File: src/rtl/axi_w_buffer_sf.sv
// AXI W-channel beat buffer with cut-through or store-and-forward release.
// Optional status ports (fill level, complete bursts) under AXI_W_BUFFER_STATUS_EN.
module axi_w_buffer_sf #(
    parameter int unsigned DATA_WIDTH   = 64,
    parameter int unsigned USER_WIDTH   = 6,
    parameter int unsigned BUFFER_DEPTH = 4,
    parameter int unsigned STORE_FWD    = 0,
    localparam int unsigned STRB_WIDTH  = DATA_WIDTH / 8,
    localparam int unsigned CNT_W       = $clog2(BUFFER_DEPTH + 1)
) (
    input  logic                  clk_i,
    input  logic                  rst_ni,
    input  logic                  test_en_i,
    input  logic                  slave_valid_i,
    input  logic [DATA_WIDTH-1:0] slave_data_i,
    input  logic [STRB_WIDTH-1:0] slave_strb_i,
    input  logic [USER_WIDTH-1:0] slave_user_i,
    input  logic                  slave_last_i,
    output logic                  slave_ready_o,
    output logic                  master_valid_o,
    output logic [DATA_WIDTH-1:0] master_data_o,
    output logic [STRB_WIDTH-1:0] master_strb_o,
    output logic [USER_WIDTH-1:0] master_user_o,
    output logic                  master_last_o,
`ifdef AXI_W_BUFFER_STATUS_EN
    output logic [CNT_W-1:0]      fill_level_o,
    output logic [CNT_W-1:0]      bursts_o,
`endif
    input  logic                  master_ready_i
);

    localparam int unsigned PTR_W   = $clog2(BUFFER_DEPTH);
    localparam int unsigned ENTRY_W = USER_WIDTH + STRB_WIDTH + DATA_WIDTH + 1;

    logic [ENTRY_W-1:0] r_mem [BUFFER_DEPTH];
    logic [PTR_W-1:0]   r_wr_ptr;
    logic [PTR_W-1:0]   r_rd_ptr;
    logic [CNT_W-1:0]   r_count;
    logic [CNT_W-1:0]   r_burst_cnt;

    logic               w_wr;
    logic               w_rd;
    logic               w_valid;
    logic               w_head_last;
    logic [ENTRY_W-1:0] w_head;
    logic               w_unused;

    // Handshakes; ready depends on registered occupancy only, so a full buffer
    // never accepts a beat even if the head is read in the same cycle.
    assign slave_ready_o  = (r_count != CNT_W'(BUFFER_DEPTH));
    assign w_wr           = slave_valid_i && slave_ready_o;
    assign w_rd           = w_valid && master_ready_i;
    assign master_valid_o = w_valid;

    assign w_head      = r_mem[r_rd_ptr];
    assign w_head_last = w_head[0];
    assign {master_user_o, master_strb_o, master_data_o, master_last_o} = w_head;

    assign w_unused = ^{test_en_i, r_burst_cnt};

    // Beat storage and pointers
    always_ff @(posedge clk_i or negedge rst_ni) begin
        if (!rst_ni) begin
            for (int i = 0; i < int'(BUFFER_DEPTH); i++) begin
                r_mem[i] <= '0;
            end
            r_wr_ptr <= '0;
            r_rd_ptr <= '0;
        end else begin
            if (w_wr) begin
                r_mem[r_wr_ptr] <= {slave_user_i, slave_strb_i, slave_data_i, slave_last_i};
                r_wr_ptr <= (r_wr_ptr == PTR_W'(BUFFER_DEPTH - 1)) ? '0 : r_wr_ptr + PTR_W'(1);
            end
            if (w_rd) begin
                r_rd_ptr <= (r_rd_ptr == PTR_W'(BUFFER_DEPTH - 1)) ? '0 : r_rd_ptr + PTR_W'(1);
            end
        end
    end

    // Occupancy and complete-burst counters
    always_ff @(posedge clk_i or negedge rst_ni) begin
        if (!rst_ni) begin
            r_count     <= '0;
            r_burst_cnt <= '0;
        end else begin
            if (w_wr && !w_rd) begin
                r_count <= r_count + CNT_W'(1);
            end else if (!w_wr && w_rd) begin
                r_count <= r_count - CNT_W'(1);
            end
            if ((w_wr && slave_last_i) && !(w_rd && w_head_last)) begin
                r_burst_cnt <= r_burst_cnt + CNT_W'(1);
            end else if (!(w_wr && slave_last_i) && (w_rd && w_head_last)) begin
                r_burst_cnt <= r_burst_cnt - CNT_W'(1);
            end
        end
    end

    if (STORE_FWD != 0) begin : g_sf
        typedef enum logic {ST_HOLD = 1'b0, ST_FORCE = 1'b1} state_e;
        state_e r_state;

        // FORCE breaks the deadlock of a burst longer than the buffer
        always_ff @(posedge clk_i or negedge rst_ni) begin
            if (!rst_ni) begin
                r_state <= ST_HOLD;
            end else begin
                case (r_state)
                    ST_HOLD: begin
                        if (r_count == CNT_W'(BUFFER_DEPTH) && r_burst_cnt == '0) begin
                            r_state <= ST_FORCE;
                        end
                    end
                    ST_FORCE: begin
                        if (w_rd && w_head_last) begin
                            r_state <= ST_HOLD;
                        end
                    end
                    default: r_state <= ST_HOLD;
                endcase
            end
        end

        assign w_valid = (r_state == ST_FORCE) ? (r_count != '0) : (r_burst_cnt != '0);
    end else begin : g_ct
        assign w_valid = (r_count != '0);
    end

`ifdef AXI_W_BUFFER_STATUS_EN
    assign fill_level_o = r_count;
    assign bursts_o     = r_burst_cnt;
`endif

endmodule
File: config.mk
export PLATFORM = sky130hd
export DESIGN_NAME = axi_w_buffer_sf
export DESIGN_NICKNAME = d
export VERILOG_FILES = /design/src/rtl/axi_w_buffer_sf.sv
export SDC_FILE = /design/constraint.sdc
export NUM_CORES = 1
export LEC_CHECK = 0
export ABC_AREA = 1
export BUFFER_PORTS_ARGS = -buffer_cell sky130_fd_sc_hd__buf_2
export CORE_MARGIN = 1
export CORE_UTILIZATION = 25
export CTS_CLUSTER_DIAMETER = 80
export CTS_CLUSTER_SIZE = 14
export DETAILED_ROUTE_END_ITERATION = 12
export GPL_ROUTABILITY_DRIVEN = 0
export HOLD_SLACK_MARGIN = 0.12
export PLACE_DENSITY_LB_ADDON = 0.12
export SLEW_MARGIN = 10
export SYNTH_ARGS = -nofsm -noshare
export SYNTH_HDL_FRONTEND = slang
export SYNTH_SLANG_ARGS = --single-unit
File: constraint.sdc
create_clock -name clk_i -period 3 [get_ports clk_i]
set_input_delay 0.6 -clock clk_i [delete_from_list [all_inputs] [get_ports clk_i]]
set_output_delay 0.6 -clock clk_i [all_outputs]
set_load 0.005 [all_outputs]
==> impl_metrics.ini <==
[clock_network]
clk_path_buf_depth = 3
cts.htree.levels = 1
cts_buffers = 30
insertion_delay_ns = 0.60
clock-sinks = 323
postCtsResizedCells = 0
root_buffer = clkbuf_16
cts_tree = built
clkTransAtPathRegs_ns = 0.07

[critical_path]
cpPeakStageDelay_ns = 0.77
cp_common_cell = nand2_1
cp_max_fo = 29
worst_ep_required_time_ns = 2.40
r2r_slack_ns = 0.56
r2r_cells = 6
timing.rr.start = r_count[0]$_DFFE_PN0P_
path_cells = buf_4, nand2_1, o211ai_1, nand2_1, buf_2
cp-endpoint = master_data_o[10]
worstSetupEndpointType = output pin
cp_num_buf_inv = 2
cp.depth = 5
arrival_ns = 2.22
worstReg2RegEnd = r_mem[130]$_DFFE_PN0P_
critPathKind = reg2out
critPathLaunchType = flip-flop
cp_slowest_cell = dfrtp_4
cp-startpoint = r_rd_ptr[0]$_DFFE_PN0P_
cp_top_family = flip-flops

[outcome]
status = complete, no violations

[detailed_routing]
antenna_left = 0
totalWireLength_mm = 56.0
first_pass_iters = 5
wl_per_cell_um = 18.8
drt_iter0_markers = 1087
drc_errors = 0
routed-via-count = 14300
viasPerCell = 4.82

[layout]
layout_commonest_cell = nand2_1
num-fill-cells = 6950
final_core_util = 0.291
drive_above_1_share = 0.123
layout_common_cells = nand2_1, dfrtp_1, nand4_1
area_growth_syn_to_layout_pct = 15.5
num-nets-final = 2196

[pwr]
p_int_uw = 11600
power.density_mw_per_mm2 = 1120
p_switching_uw = 9370
p_sw_frac = 0.448
pwr-share-comb = 0.463
p_seq_frac = 0.360
p_leak_uw = 0.00960
clockPowerShare = 0.177
vdd.ir_drop.worst_mv = 0.606

[global_route]
grt_pass1_vias = 14000
grt_usage = 0.167
busiest_layer = met2
grt_max_degree = 177
gr-total-overflow = 0
grt_first_pass_wirelength_mm = 86.8
antenna_found_initial = 7
grt_util_met3 = 0.0196
grt_util_met2 = 0.278
grt_util_met1 = 0.231

[floorplan]
die_area_mm2 = 0.0660
die_y_um = 257
core_mm2 = 0.0643
num_io_pins = 165
die_w_um = 257
rows = 93
start_util = 0.252

[synthesis]
synth.net_count = 2152
syn_inst = 2061
synth_warnings = 0
avgSynthCellArea_um2 = 7.88
ys_ff_latch = 323
yosysUniqueCellTypes = 20
ys_seq_area_frac = 0.498
syn_area_mm2 = 0.0162

[sta]
grt_setup_unrepaired = no
period_needed_ns = 2.82
relSlewSlack = 0.228
slew_violations = 0
fmax_ghz = 0.355
report.final.hold_viol_count = 0
clock-skew-final_ns = 0.0220
fin_crit_sh = 0.940
worst_pin_slew_ns = 1.16
setup_tns_ns = 0
setup_viol = 0

[hold_path]
hold_class = in2reg
holdCritStartpoint = master_ready_i

[placed_design]
hpwl_mm = 28.5
numPortBuffers = 163

[run]
max_cap_viol_count = 0
==> routing by layer <==
layer | vias to the layer above | wire, µm
met5 | - | 32
met4 | 6 | 950
met3 | 56 | 2090
met2 | 263 | 26700
met1 | 7070 | 26200
li1 | 6949 | -
==> through the flow <==
stage               setup WS (ns)  area, µm²  hold WS [ns]  instances  power, µW
global route              0.00880      18700         0.269       2977      22800
floorplan                   0.988      16200         0.304       2061      13500
global placement            0.607      17800         0.448       2925      17300
detailed placement          0.570      17800         0.453       2925      17400
CTS                        0.0667      18700         0.240       2974      21300
finish                      0.181      18700         0.289       2979      20900
==> how the worst min path moves through the flow <==
stage,slack (ns),to,cells past startpoint
global placement,0.45,r_mem[296]$_DFFE_PN0P_,2
global route,0.27,r_mem[224]$_DFFE_PN0P_,3
CTS,0.24,r_rd_ptr[1]$_DFFE_PN0P_,3
finish,0.29,r_rd_ptr[1]$_DFFE_PN0P_,3
floorplan,0.30,r_count[0]$_DFFE_PN0P_,0
detailed placement,0.45,r_mem[285]$_DFFE_PN0P_,2
==> synth_stat cells <==
| library cell | number | share of area |
|---|---|---|
| buf_4 | 8 | 0.0037 |
| nand3_2 | 4 | 0.0025 |
| nand4_1 | 317 | 0.12 |
| buf_1 | 29 | 0.0067 |
| buf_6 | 11 | 0.0076 |
| nor2_2 | 1 | 0.00039 |
| or2_2 | 2 | 0.00077 |
| nand2_4 | 1 | 0.00069 |
| o211ai_1 | 79 | 0.037 |
| xnor2_1 | 1 | 0.00054 |
| inv_1 | 165 | 0.038 |
| o21ai_0 | 81 | 0.025 |
| clkbuf_1 | 59 | 0.014 |
| nand3_1 | 2 | 0.00062 |
| ha_1 | 6 | 0.0046 |
| a21oi_1 | 79 | 0.024 |
| dfrtp_1 | 323 | 0.50 |
| fa_1 | 1 | 0.0012 |
| nand2_1 | 807 | 0.19 |
| buf_2 | 85 | 0.026 |
==> layout make-up <==
cell class,count,area [µm²],area share
flip-flops and latches,323,8090,0.432
multi-input cells,1381,6680,0.356
repair buffers,204,1400,0.0745
well taps,855,1070,0.0571
clock buffers,36,793,0.0423
inverters,165,619,0.0330
clock inverters,11,87.6,0.00467
diodes,4,10.0,0.000534
==> sequential cells by signal (all words and copies together), names as in the netlist <==
name	flops
r_count	3
r_wr_ptr	2
r_rd_ptr	2
r_mem	316
==> power groups by stage <==
| stage | Sequential (µW) | Combinational, µW | Clock (µW) |
|---|---|---|---|
| global route | 7800 | 11100 | 4000 |
| detailed placement | 7660 | 9750 | 0 |
| CTS | 7570 | 9860 | 3870 |
| finish | 7530 | 9690 | 3700 |
| global placement | 7630 | 9650 | 0 |
| floorplan | 7170 | 6310 | 0 |
==> logic make-up (layout without fill, tap and decap cells) <==
group / Yosys count / in the layout / share of synthesized area
DFF: 323 / 323 / 0.498
adders and majority gates: 7 / 7 / 0.00586
and+or+nand+nor: 1134 / 1134 / 0.314
other: 0 / 4 / 0
buffers and inverters: 357 / 416 / 0.0960
xor gates and xnor gates: 1 / 1 / 0.000540
AOI/OAI and AO/OA: 239 / 239 / 0.0859
==> worst min-delay path, stage by stage <==
cell and delay, ns:
buf_2 0.13, nand3_1 0.08, nand2_1 0.05
==> repair_timing <==
action | in CTS | in global routing
hold buffers | 1 | 0
setup endpoints to repair | 9 | 2
hold endpoints to repair | 60 | 0
buffers inserted | 1 | 1
Note: power is estimated with default switching activity, not from simulation.
